--- config.mk ---
export PLATFORM = sky130hd
export DESIGN_NAME = bist_response_analyzer
export DESIGN_NICKNAME = d
export VERILOG_FILES = /design/src/rtl/pmbist_pkg.sv /design/src/rtl/bist_delay_line.sv /design/src/rtl/bist_response_analyzer.sv
export SDC_FILE = /design/constraint.sdc
export NUM_CORES = 1
export LEC_CHECK = 0
export BUFFER_PORTS_ARGS = -buffer_cell sky130_fd_sc_hd__buf_2
export CORE_ASPECT_RATIO = 1.1
export CORE_MARGIN = 3
export CORE_UTILIZATION = 38
export DETAILED_ROUTE_END_ITERATION = 10
export HOLD_SLACK_MARGIN = 0.06
export PLACE_DENSITY_LB_ADDON = 0.15
export SYNTH_ARGS = -nofsm -noshare
export SYNTH_HDL_FRONTEND = slang
export SYNTH_SLANG_ARGS = --single-unit
--- constraint.sdc ---
create_clock -name i_clk -period 4.9 [get_ports i_clk]
set_clock_uncertainty 0.2 [all_clocks]
set_input_delay 0.98 -clock i_clk [delete_from_list [all_inputs] [get_ports i_clk]]
set_output_delay 0.98 -clock i_clk [all_outputs]
set_load 0.1 [all_outputs]
--- src/rtl/pmbist_pkg.sv ---
// Shared PMBIST types: analyzer FSM states, delay-line payload layout and read-latency limits.
package pmbist_pkg;

  localparam int unsigned DefDataWidth = 8;
  localparam int unsigned DefAddrWidth = 12;

  localparam int unsigned ReadLatencyMin = 1;
  localparam int unsigned ReadLatencyMax = 4;

  typedef enum logic [1:0] {
    StIdle,
    StActive,
    StDrain,
    StDone
  } bist_state_e;

  // Payload at the default widths; blocks built at other widths declare the same field order.
  typedef struct packed {
    logic                    valid;
    logic [DefAddrWidth-1:0] addr;
    logic [DefDataWidth-1:0] exp;
    logic [DefDataWidth-1:0] mask;
  } dl_payload_t;

endpackage

--- src/rtl/bist_delay_line.sv ---
// Width x Depth shift register with asynchronous active-low clear and synchronous flush.
// Shared by the response analyzer (compare alignment) and the sequencer (address pipelining).
module bist_delay_line #(
  parameter int unsigned Width = 8,
  parameter int unsigned Depth = 1
) (
  input  logic             i_clk,
  input  logic             i_rst_n,
  input  logic             i_flush,
  input  logic [Width-1:0] i_d,
  output logic [Width-1:0] o_q
);

  logic [Width-1:0] r_stage [Depth];

  always_ff @(posedge i_clk or negedge i_rst_n) begin
    if (!i_rst_n) begin
      for (int i = 0; i < int'(Depth); i++) r_stage[i] <= '0;
    end else if (i_flush) begin
      for (int i = 0; i < int'(Depth); i++) r_stage[i] <= '0;
    end else begin
      r_stage[0] <= i_d;
      for (int i = 1; i < int'(Depth); i++) r_stage[i] <= r_stage[i-1];
    end
  end

  assign o_q = r_stage[Depth-1];

endmodule

--- src/rtl/bist_response_analyzer.sv ---
// PMBIST response analyzer: aligns expected data to memory read latency and accumulates results.
// Define PMBIST_FIRST_FAIL_CAPTURE_EN to build the first-failure capture registers (ff_*).
module bist_response_analyzer
  import pmbist_pkg::*;
#(
  parameter int unsigned DATA_WIDTH   = DefDataWidth,
  parameter int unsigned ADDR_WIDTH   = DefAddrWidth,
  parameter int unsigned READ_LATENCY = 1,
  parameter int unsigned CNT_WIDTH    = 16
) (
  input  logic                  i_clk,
  input  logic                  i_rst_n,
  input  logic                  i_start,
  input  logic                  i_end_test,
  input  logic                  i_cmp_en,
  input  logic [ADDR_WIDTH-1:0] i_addr_in,
  input  logic [DATA_WIDTH-1:0] i_exp_data,
  input  logic [DATA_WIDTH-1:0] i_cmp_mask,
  input  logic [DATA_WIDTH-1:0] i_mem_data,
  output logic                  o_busy,
  output logic                  o_done,
  output logic                  o_fail,
  output logic                  o_fail_pulse,
  output logic [CNT_WIDTH-1:0]  o_fail_count,
  output logic [DATA_WIDTH-1:0] o_fail_bits,
  output logic [ADDR_WIDTH-1:0] o_ff_addr,
  output logic [DATA_WIDTH-1:0] o_ff_exp,
  output logic [DATA_WIDTH-1:0] o_ff_act
);

  typedef struct packed {
    logic                  valid;
    logic [ADDR_WIDTH-1:0] addr;
    logic [DATA_WIDTH-1:0] exp;
    logic [DATA_WIDTH-1:0] mask;
  } payload_t;

  localparam int unsigned DrainCntWidth = $clog2(ReadLatencyMax + 2);
  // DRAIN spans READ_LATENCY+1 cycles so the last compare's result is visible before done.
  localparam logic [DrainCntWidth-1:0] DrainLast = DrainCntWidth'(READ_LATENCY);

  if (READ_LATENCY < ReadLatencyMin || READ_LATENCY > ReadLatencyMax) begin : g_bad_latency
    $error("bist_response_analyzer: READ_LATENCY outside legal range");
  end

  bist_state_e              r_state;
  bist_state_e              w_state_next;
  logic [DrainCntWidth-1:0] r_drain_cnt;

  payload_t                 w_dl_d;
  payload_t                 w_dl_q;
  logic [DATA_WIDTH-1:0]    w_mismatch;
  logic                     w_hit;

  logic                     r_fail;
  logic                     r_fail_pulse;
  logic [CNT_WIDTH-1:0]     r_fail_count;
  logic [DATA_WIDTH-1:0]    r_fail_bits;

  // FSM state register
  always_ff @(posedge i_clk or negedge i_rst_n) begin
    if (!i_rst_n) begin
      r_state     <= StIdle;
      r_drain_cnt <= '0;
    end else begin
      r_state     <= w_state_next;
      r_drain_cnt <= (r_state == StDrain) ? r_drain_cnt + 1'b1 : '0;
    end
  end

  // FSM next state; start wins over end_test
  always_comb begin
    w_state_next = r_state;
    unique case (r_state)
      StIdle:   if (i_start) w_state_next = StActive;
      StActive: begin
        if (i_start)         w_state_next = StActive;
        else if (i_end_test) w_state_next = StDrain;
      end
      StDrain: begin
        if (i_start)                       w_state_next = StActive;
        else if (r_drain_cnt == DrainLast) w_state_next = StDone;
      end
      StDone:   if (i_start) w_state_next = StActive;
      default:  w_state_next = StIdle;
    endcase
  end

  // FSM outputs
  always_comb begin
    o_busy = (r_state == StActive) || (r_state == StDrain);
    o_done = (r_state == StDone);
  end

  assign w_dl_d = '{
    valid: i_cmp_en && !i_start && (r_state == StActive),
    addr:  i_addr_in,
    exp:   i_exp_data,
    mask:  i_cmp_mask
  };

  bist_delay_line #(
    .Width($bits(payload_t)),
    .Depth(READ_LATENCY)
  ) u_delay_line (
    .i_clk   (i_clk),
    .i_rst_n (i_rst_n),
    .i_flush (i_start),
    .i_d     (w_dl_d),
    .o_q     (w_dl_q)
  );

  assign w_mismatch = (i_mem_data ^ w_dl_q.exp) & ~w_dl_q.mask;
  assign w_hit      = w_dl_q.valid && (|w_mismatch);

  always_ff @(posedge i_clk or negedge i_rst_n) begin
    if (!i_rst_n) begin
      r_fail       <= 1'b0;
      r_fail_pulse <= 1'b0;
      r_fail_count <= '0;
      r_fail_bits  <= '0;
    end else if (i_start) begin
      r_fail       <= 1'b0;
      r_fail_pulse <= 1'b0;
      r_fail_count <= '0;
      r_fail_bits  <= '0;
    end else begin
      r_fail_pulse <= w_hit;
      if (w_hit) begin
        r_fail      <= 1'b1;
        r_fail_bits <= r_fail_bits | w_mismatch;
        if (r_fail_count != '1) r_fail_count <= r_fail_count + 1'b1;
      end
    end
  end

  assign o_fail       = r_fail;
  assign o_fail_pulse = r_fail_pulse;
  assign o_fail_count = r_fail_count;
  assign o_fail_bits  = r_fail_bits;

`ifdef PMBIST_FIRST_FAIL_CAPTURE_EN
  logic [ADDR_WIDTH-1:0] r_ff_addr;
  logic [DATA_WIDTH-1:0] r_ff_exp;
  logic [DATA_WIDTH-1:0] r_ff_act;

  // r_fail still low means this hit is the first of the session
  always_ff @(posedge i_clk or negedge i_rst_n) begin
    if (!i_rst_n) begin
      r_ff_addr <= '0;
      r_ff_exp  <= '0;
      r_ff_act  <= '0;
    end else if (i_start) begin
      r_ff_addr <= '0;
      r_ff_exp  <= '0;
      r_ff_act  <= '0;
    end else if (w_hit && !r_fail) begin
      r_ff_addr <= w_dl_q.addr;
      r_ff_exp  <= w_dl_q.exp;
      r_ff_act  <= i_mem_data;
    end
  end

  assign o_ff_addr = r_ff_addr;
  assign o_ff_exp  = r_ff_exp;
  assign o_ff_act  = r_ff_act;
`else
  logic [ADDR_WIDTH-1:0] w_unused_addr;
  assign w_unused_addr = w_dl_q.addr;

  assign o_ff_addr = '0;
  assign o_ff_exp  = '0;
  assign o_ff_act  = '0;
`endif

endmodule

==> impl_metrics.csv, run 1 <==
group,metric,value,unit
outcome,outcome,"completed",
power,ir_worst_vdd,0.000486,V
sta,timing.hold.ws,0.273,ns
sta,fin_tns_setup,0,ns
clock_tree,post_cts_resized,0,
clock_tree,cts_max_level,2,
routing,avgRoutedWirePerCell,12.9,um
yosys,synth_edf_count,0,
critical_path,critPathSlowestCell,"nor4_4",
yosys,synth_ff_type,"dfrtp_1",
critical_path,worstPathArrival,2.88,ns
die,dieWidth,85.2,um
power,p_leak,1.43,nW
grt,grtUsageTotal,12.8,%
die,die-height,93.1,um
layout,areaGrowthSynthToFinish,13.2,%
sta,timing.slew.headroom,29.6,%
critical_path,critPathKind,"in2reg",
place,place_worst_setup_slack,1.62,ns
yosys,avgSynthCellArea,10.4,um^2
yosys,async_flop_share,100,%
critical_path,slowest_delay,0.94,ns
die,io_pins,97,
routing,drt_iter0_markers,77,
layout,n_antenna_cell,0,
sta,final-setup-viol-count,0,
routing,route.vias.total,1860,
grt,antenna_found_initial,0,
sta,min_period_over_period,59.0,%
routing,firstDrtPassIters,4,
yosys,yosysWarnings,0,
yosys,synthCells,252,
clock_tree,clockRootBuffer,"clkbuf_8",
yosys,ys_seq_area_share,45.9,%
layout,drive_above_1_share,28.5,%
yosys,synthDistinctLibCells,48,
clock_tree,cts.clk_slew.worst_paths,0.09,ns
clock_tree,cts_max_path_buffers,2,
critical_path,path_cells,"buf_2 -> xnor2_1 -> o22ai_2 -> nor4_4 -> nor2_1 -> mux2_4",
place,io_buffers,56,
clock_tree,insertion_delay,0.30,ns
clock_tree,cts_hold_buf,0,
place,dp_hpwl,3.51,mm
clock_tree,cts_tree,"done",
grt,grt_max_degree,53,
grt,grt_pass1_wl,8.23,mm
critical_path,worstPathRequired,4.89,ns
routing,ant_nets,0,
die,rows,31,
place,place.gp.congestion,0.706,
flow_run,max_cap_viol_count,0,
die,die_area,7920,um^2
hold_path,hp-class,"reg2reg",
clock_tree,post-cts-setup-buffer-count,0,
die,floorplan.initialDensity,39.5,%
yosys,synth-seq-cells,48,
power,p_per_area,390,nW/um^2
routing,vias_per_cell,4.76,
sta,final-hold-violation-count,0,
layout,final_nets,356,
routing,drc,0,
sta,layout_setup_ws,2.01,ns
layout,post-route-util,44.7,%
yosys,synth_area,2620,um^2
critical_path,start_kind,"input port",
sta,grt_setup_unrepaired,"no",
grt,grt_pass1_vias,1705,
critical_path,critPathCaptureType,"flip-flop",
clock_tree,cts_made_buffers,5,
sta,worstMarginPinSlew,1.05,ns
routing,wl,5.06,mm
sta,drv_slew,0,
clock_tree,clock-sinks,48,
sta,max_freq,346,MHz
grt,grt-ovfl-total,0,
die,coreArea,6630,um^2
sta,layout_min_cycle_time,2.89,ns
critical_path,crit_fanout,19,
path summary, 6_finish.rpt:
path / from / slack (ns) / cells after the start / end
max in group asynchronous: i_rst_n / 3.52 / 2 / o_fail_count[4]$_DFFE_PN0P_
min in group asynchronous: i_rst_n / 0.57 / 2 / u_delay_line.o_q[12]$_DFF_PN0_
worst max-delay path: i_mem_data[6] / 2.01 / 6 / o_fail_count[13]$_DFFE_PN0P_
worst max register to register: u_delay_line.o_q[14]$_DFF_PN0_ / 2.39 / 5 / o_fail_count[13]$_DFFE_PN0P_
worst min register to register: r_drain_cnt[0]$_DFF_PN0_ / 0.27 / 1 / r_drain_cnt[0]$_DFF_PN0_
worst min-delay path: r_drain_cnt[0]$_DFF_PN0_ / 0.27 / 1 / r_drain_cnt[0]$_DFF_PN0_
stage by stage:
stage               total power [mW]  std cells  instance area (um^2)
finish                          1.16        391                  2960
global route                    1.22        391                  2960
CTS                             1.17        391                  2960
detailed placement             0.914        383                  2870
global placement               0.910        383                  2870
floorplan                      0.862        279                  2720
placed cells by master (no fill, tap or decap), types with 2 or more instances in the layout:
| cell | synthesis | layout |
|---|---|---|
| buf_2 | 0 | 56 |
| dfrtp_1 | 48 | 48 |
| nor2_1 | 33 | 33 |
| conb_1 | 1 | 28 |
| nor2b_1 | 26 | 26 |
| nor3_1 | 11 | 11 |
| a21oi_1 | 9 | 9 |
| inv_1 | 8 | 8 |
| xnor2_1 | 8 | 8 |
| ha_1 | 7 | 7 |
| nand3_1 | 6 | 6 |
| clkbuf_8 | 0 | 6 |
| nand2_1 | 5 | 5 |
| mux2_4 | 5 | 5 |
| o22ai_2 | 4 | 4 |
| nand4_1 | 4 | 4 |
| o31ai_1 | 3 | 3 |
| or4_1 | 3 | 3 |
| o21ai_1 | 3 | 3 |
| nand2b_1 | 2 | 2 |
| nand4_2 | 2 | 2 |
| a2111oi_2 | 2 | 2 |
| mux2_1 | 2 | 2 |
| or3_1 | 2 | 2 |
| clkinvlp_4 | 0 | 2 |
| buf_4 | 29 | 2 |
cell type report:
type | instances | area (um^2)
Fill cell | 671 | 3670
Multi-Input combinational cell | 186 | 1230
Sequential cell | 48 | 1200
Timing Repair Buffer | 58 | 295
Tap cell | 82 | 103
Clock buffer | 6 | 82.6
Inverter | 9 | 33.8
Clock inverter | 2 | 15.0
power breakdown:
group,total [mW],switching [mW],internal (mW)
combinational,0.451,0.369,0.0825
clock,0.254,0.139,0.115
sequential,0.452,0.0270,0.425
flip-flops by register name, indices dropped and copies added (netlist names):
name	cells
r_state	2
o_fail_pulse	1
o_fail_count	16
o_fail	1
u_delay_line.o_q	17
r_drain_cnt	3
o_fail_bits	8
logic make-up after synthesis:
kind of cell | Yosys count | synth area share, %
AO/OA/AOI/OAI | 27 | 8.22
XOR/XNOR | 9 | 3.01
adder cells (fa/ha/maj) | 7 | 3.34
buffers and inverters | 45 | 10.9
flip-flops | 48 | 45.9
multiplexers | 7 | 3.73
other | 1 | 0.143
AND/OR/NAND/NOR | 108 | 24.8
routing by layer:
layer  part of all wire [%]  GRT usage (%)  vias to the layer above
met5                      0              0                        -
met4                   0.75           3.96                        0
met3                    4.3           2.82                        2
met2                     52           21.8                       46
met1                     43           16.1                      895
li1                       -              -                      917
cell usage after synthesis (all sizes together) (3+ instances only):
master | count | share of area, %
clkbuf | 5 | 0.72
inv | 8 | 1.1
nand2 | 6 | 1.5
nor2b | 26 | 6.2
a21oi | 9 | 1.7
dfrtp | 48 | 46
o22ai | 4 | 1.9
o31ai | 3 | 0.86
mux2 | 7 | 3.7
nand4 | 6 | 1.9
or3 | 3 | 0.91
ha | 7 | 3.3
nor3 | 12 | 2.5
or4 | 4 | 1.3
nand3 | 7 | 1.5
o21ai | 3 | 0.57
xnor2 | 8 | 2.7
nor2 | 33 | 4.7
buf | 31 | 8.9
worst max-delay path, delay by kind of cell:
family / cells / cell delay [ns]
compound gates: 1 / 0.16
xor+xnor: 1 / 0.20
buf+inv: 1 / 0.10
mux: 1 / 0.33
simple gates: 2 / 1.10
Note: power is estimated with default switching activity, not from simulation.
==> run 2, diff against run 1 <==
==> constraint.sdc (replaced) <==
create_clock -name i_clk -period 2.5 [get_ports i_clk]
set_clock_uncertainty 0.2 [all_clocks]
set_input_delay 0.5 -clock i_clk [delete_from_list [all_inputs] [get_ports i_clk]]
set_output_delay 0.5 -clock i_clk [all_outputs]
set_load 0.1 [all_outputs]
==> run 2 against run 1 <==
  * Clock power increased by 110%
  * Non-clock buffer count up 3
  * Critical path depth is 1 lower
  * Register-to-register slack worse by 2.2 ns
  * Count of clock-buffer cells in the layout grew 1
  * Largest cell class unchanged
==> impl_metrics.csv, run 2 (synthesized netlist as in run 1, its figures left out) <==
group,metric,value,unit
outcome,outcome,"completed",
routing,top_layer_used,"met4",
place,place.gp.congestion,0.791,
sta,grt_setup_unrepaired,"no",
grt,grt_pass1_vias,1780,
sta,timing.slew.headroom,62.0,%
layout,areaGrowthSynthToFinish,16.3,%
layout,mostFrequentLayoutCell,"buf_2",
grt,antenna_found_initial,0,
power,ir_worst_vdd,0.000739,V
critical_path,crit_start,"o_fail_count[0]$_DFFE_PN0P_",
place,dpl_cell_area,2930,um^2
clock_tree,clockRootBuffer,"clkbuf_8",
sta,timing.hold.ws,0.212,ns
critical_path,critPathBufInv,0,
layout,drive_above_1_share,32.7,%
place,place_worst_setup_slack,0.206,ns
routing,wl_met1,2.30,mm
sta,worstMarginPinSlew,0.570,ns
die,floorplan.initialDensity,39.5,%
critical_path,worstPathArrival,2.27,ns
critical_path,path_cells,"ha_1 -> nand4_2 -> or3_4 -> a2111oi_2 -> mux2_1",
hold_path,hold_start,"i_cmp_mask[6]",
layout,n_antenna_cell,0,
die,coreArea,6630,um^2
routing,dr_wl_met3,297,um
clock_tree,post-cts-setup-buffer-count,0,
grt,grt_max_degree,33,
clock_tree,cts_made_buffers,5,
layout,final_cells,394,
grt,grtUsageTotal,13.7,%
grt,grt-ovfl-total,0,
routing,avgRoutedWirePerCell,12.8,um
die,dieWidth,85.2,um
routing,route.vias.total,1882,
place,dp.cells,385,
sta,drv_slew,0,
layout,final_cell_mix,"56 x buf_2, 34 x dfrtp_1, 33 x nor2_1",
critical_path,crit_fanout,6,
power,p_per_area,765,nW/um^2
layout,final.fill_count,665,
place,dp_hpwl,3.70,mm
flow_run,max_cap_viol_count,0,
critical_path,critPathSlowestCell,"dfrtp_4",
clock_tree,clock-sinks,48,
routing,drt_iter0_markers,89,
critical_path,r2r_setup_slack,0.22,ns
routing,drc,0,
critical_path,critPathKind,"reg2reg",
clock_tree,cts_tree,"done",
routing,ant_nets,0,
sta,final-hold-violation-count,0,
layout,largest_reg_flops,17,
critical_path,critPathCaptureType,"flip-flop",
clock_tree,cts.clk_slew.worst_paths,0.09,ns
clock_tree,insertion_delay,0.30,ns
die,die-height,93.1,um
clock_tree,cts_max_level,2,
routing,firstDrtPassIters,4,
clock_tree,post_cts_resized,0,
critical_path,worstPathRequired,2.49,ns
die,io_pins,97,
die,rows,31,
sta,final-setup-viol-count,0,
hold_path,hp-class,"in2reg",
routing,vias_per_cell,4.78,
sta,layout_setup_ws,0.216,ns
critical_path,start_kind,"flip-flop",
sta,min_period_over_period,91.4,%
layout,final_cell_area,3050,um^2
die,die_area,7920,um^2
routing,wl,5.06,mm
critical_path,cp_top_family,"simple AND/OR/NAND/NOR gates",
layout,final_nets,359,
sta,fin_tns_setup,0,ns
sta,layout_min_cycle_time,2.28,ns
grt,grt_pass1_wl,8.71,mm
power,p_leak,1.44,nW
place,io_buffers,56,
routing,wl_met2,2.40,mm
critical_path,timing.rr.start,"o_fail_count[0]$_DFFE_PN0P_",
clock_tree,cts_hold_buf,1,
clock_tree,cts_max_path_buffers,2,
critical_path,slowest_delay,0.45,ns
sta,max_freq,438,MHz
## run 2: worst reg2reg max path: stages (launching register included)
cell	delay (ns)
dfrtp_4	0.45
ha_1	0.22
nand4_2	0.18
or3_4	0.40
a2111oi_2	0.38
mux2_1	0.35
## run 2: area by class of cell
type | instances | area (um^2) | area share, %
Inverter | 9 | 33.8 | 1.11
Tap cell | 82 | 103 | 3.37
Sequential cell | 48 | 1220 | 40.2
Clock inverter | 1 | 30.0 | 0.986
Clock buffer | 7 | 76.3 | 2.51
Multi-Input combinational cell | 186 | 1230 | 40.5
Timing Repair Buffer | 61 | 345 | 11.3
## run 2: worst paths after layout
kind,end,cells after the start
worst min register to register,r_drain_cnt[0]$_DFF_PN0_,1
worst min-delay path,u_delay_line.o_q[6]$_DFF_PN0_,2
worst max register to register,o_fail_count[12]$_DFFE_PN0P_,5
worst max-delay path,o_fail_count[12]$_DFFE_PN0P_,5
max in group asynchronous,o_fail_count[12]$_DFFE_PN0P_,3
min in group asynchronous,o_fail_count[13]$_DFFE_PN0P_,2
## run 2: report_power, final
part | switching [mW] | total [mW] | internal (mW) | leakage, nW
registers | 0.0556 | 0.890 | 0.835 | 0.621
clock network | 0.246 | 0.546 | 0.299 | 0.0524
logic | 0.725 | 0.895 | 0.171 | 0.763
## run 2: metal layers
metal / up-vias / track usage, %
li1: 916 / -
met1: 906 / 18.4
met2: 55 / 22.3
met3: 5 / 2.91
met4: 0 / 3.96
met5: - / 0
## run 2: through the flow
step | utilization, % | total power, mW
after detailed placement | 44.2 | 1.81
final | 45.9 | 2.33
after global placement | 44.2 | 1.80
after CTS | 45.9 | 2.37
after floorplan | - | 1.69
after global routing | 45.9 | 2.48
==> run 3, diff against run 2 <==
--- a/config.mk
+++ b/config.mk
@@ -5,6 +5,7 @@
 export SDC_FILE = /design/constraint.sdc
 export NUM_CORES = 1
 export LEC_CHECK = 0
+export ABC_AREA = 1
 export BUFFER_PORTS_ARGS = -buffer_cell sky130_fd_sc_hd__buf_2
 export CORE_ASPECT_RATIO = 1.1
 export CORE_MARGIN = 3
==> run 3 against run 2 <==
  * Register-to-register slack better by 0.23 ns
  * Sequential share of layout area down 1.7 points
  * Via count up 16%
  * Count of clock-buffer cells in the layout down 1
  * Sequential power up 0.6%
  * Die area up 4.1%
  * Wire length up 5.0%
  * Critical endpoint is now o_busy
  * Clock power up 9.0%
  * Critical path depth down 1
  * Core utilization up 0.13 points
  * Flip-flop and latch count unchanged
==> impl_metrics.csv, run 3 <==
group,metric,value,unit
outcome,outcome,"completed",
critical_path,r2r_setup_slack,0.45,ns
layout,final_cell_area,3130,um^2
power,p_total,2.34,mW
clock_tree,insertion_delay,0.30,ns
sta,timing.slew.headroom,53.8,%
sta,worstMarginPinSlew,0.694,ns
layout,final_nets,466,
yosys,avgSynthCellArea,7.61,um^2
yosys,synth_common_cells,"98 x nand2_1, 62 x inv_1, 48 x dfrtp_1",
critical_path,critPathKind,"reg2out",
layout,mostFrequentLayoutCell,"nand2_1",
yosys,yosysTopAreaCell,"dfrtp_1",
yosys,synthTopCellsByArea,"dfrtp_1 44%, nand2_1 13%, inv_1 8.5%",
grt,grt_max_degree,32,
critical_path,critPathBufInv,3,
critical_path,timing.rr.start,"o_fail_count[0]$_DFFE_PN0P_",
place,place.gp.congestion,0.827,
critical_path,path_common_cell,"inv_1",
yosys,synth.top_cell.area_share,44.0,%
die,coreArea,6790,um^2
sta,layout_setup_ws,0.241,ns
yosys,synth_area,2730,um^2
grt,grt-ovfl-total,0,
power,ir_worst_vdd,0.000816,V
clock_tree,post-cts-setup-buffer-count,0,
clock_tree,cts.clk_slew.worst_paths,0.09,ns
grt,grtUsageTotal,14.0,%
sta,final-hold-violation-count,0,
routing,avgRoutedWirePerCell,10.6,um
critical_path,worstPathRequired,1.80,ns
die,dieWidth,86.9,um
layout,drive_above_1_share,19.3,%
routing,route.vias.total,2185,
yosys,yosysMostFrequentCell,"nand2_1",
sta,max_freq,443,MHz
clock_tree,clock-sinks,48,
sta,min_period_over_period,90.4,%
yosys,synth-seq-cells,48,
critical_path,slowest_delay,0.42,ns
power,p_per_area,749,nW/um^2
grt,grt_pass1_wl,9.07,mm
routing,vias_per_cell,4.36,
critical_path,critPathSlowestCell,"dfrtp_1",
routing,ant_nets,0,
routing,drc,0,
place,io_buffers,56,
power,p_leak,1.82,nW
yosys,async_flop_share,100,%
sta,final-setup-viol-count,0,
clock_tree,cts_hold_buf,0,
die,die-height,94.9,um
yosys,synthDistinctLibCells,32,
die,floorplan.initialDensity,40.3,%
critical_path,path_cells,"inv_1 -> ha_1 -> inv_1 -> buf_2",
critical_path,reg2regPathDepth,10,
critical_path,timing.rr.end,"o_fail_count[12]$_DFFE_PN0P_",
routing,firstDrtPassIters,4,
clock_tree,cts_made_buffers,5,
routing,wl,5.31,mm
layout,final_cells,501,
flow_run,max_cap_viol_count,0,
die,io_pins,97,
clock_tree,cts_tree,"done",
die,rows,31,
clock_tree,cts_max_level,2,
critical_path,worstPathArrival,1.56,ns
place,dp.cells,493,
routing,drt_iter0_markers,102,
yosys,synthCells,359,
grt,antenna_found_initial,0,
sta,fin_tns_setup,0,ns
grt,grt_pass1_vias,2023,
place,dp_hpwl,3.97,mm
place,place_worst_setup_slack,0.445,ns
layout,areaGrowthSynthToFinish,14.4,%
die,die_area,8250,um^2
layout,largest_reg_flops,17,
critical_path,start_kind,"flip-flop",
critical_path,crit_fanout,5,
sta,drv_slew,0,
yosys,ys_seq_area_share,44.0,%
sta,timing.hold.ws,0.0330,ns
hold_path,hp-class,"in2async",
sta,layout_min_cycle_time,2.26,ns
yosys,synth_edf_count,0,
layout,n_antenna_cell,0,
yosys,synth_ff_type,"dfrtp_1",
clock_tree,cts_max_path_buffers,2,
clock_tree,clockRootBuffer,"clkbuf_8",
clock_tree,post_cts_resized,0,
place,dpl_cell_area,3000,um^2
layout,post-route-util,46.0,%
sta,grt_setup_unrepaired,"no",
layout,final_cell_mix,"98 x nand2_1, 62 x inv_1, 56 x buf_2",
critical_path,cp_top_family,"buffers and inverters",
critical_path,critPathCaptureType,"primary output",
yosys,yosysWarnings,0,
==> run 3: cell types whose count changed after synthesis, sizes merged, moves of 5 or more <==
| cell | delta |
|---|---|
| xnor2 | -5 |
| inv | +54 |
| nand3 | +20 |
| nor3 | -8 |
| a21oi | -5 |
| nand2 | +95 |
| mux2 | -7 |
| nor2 | +8 |
| nor2b | -26 |
==> run 3: worst max path at each step <==
stage                                            from  slack, ns                     endpoint  cells after the start
after floorplan           o_fail_count[5]$_DFFE_PN0P_       0.07  o_fail_count[8]$_DFFE_PN0P_                     10
after global placement    o_fail_count[0]$_DFFE_PN0P_       0.45  o_fail_count[4]$_DFFE_PN0P_                     10
after detailed placement  o_fail_count[0]$_DFFE_PN0P_       0.45  o_fail_count[8]$_DFFE_PN0P_                     10
after CTS                      r_state[0]$_DFFE_PN0P_       0.22                       o_busy                      4
after global routing           r_state[0]$_DFFE_PN0P_       0.15                       o_busy                      4
final                          r_state[0]$_DFFE_PN0P_       0.24                       o_busy                      4
==> run 3: final cells by class <==
cell class	count	area [um^2]
well taps	82	103
repair buffers	62	325
clock inverters	2	38.8
fillers	685	3660
multi-input cells	238	1140
inverters	63	236
flip-flops and latches	48	1200
clock buffers	6	82.6
==> run 3: cells by family (layout without fill, tap and decap cells) <==
kind of cell	count (synthesis)	after routing	share of synthesized area (%)
simple gates	182	182	29.5
fa+ha+maj	7	7	3.20
compound gates	16	16	3.39
xor+xnor	5	5	1.60
flops	48	48	44.0
buf+inv	100	133	18.2
other cells	1	28	0.137
==> run 3: power by group <==
group	total [mW]	switching [mW]	leakage (nW)	internal (mW)
Clock	0.595	0.267	0.0614	0.327
Sequential	0.895	0.0563	0.642	0.839
Combinational	0.851	0.714	1.12	0.137
==> run 3: metal layers <==
metal	vias up	routed length (um)	GRT usage (%)
met1	980	2440	17.1
met4	0	65	4.68
met5	-	0	0
met3	5	344	3.40
li1	1141	-	-
met2	59	2460	23.8
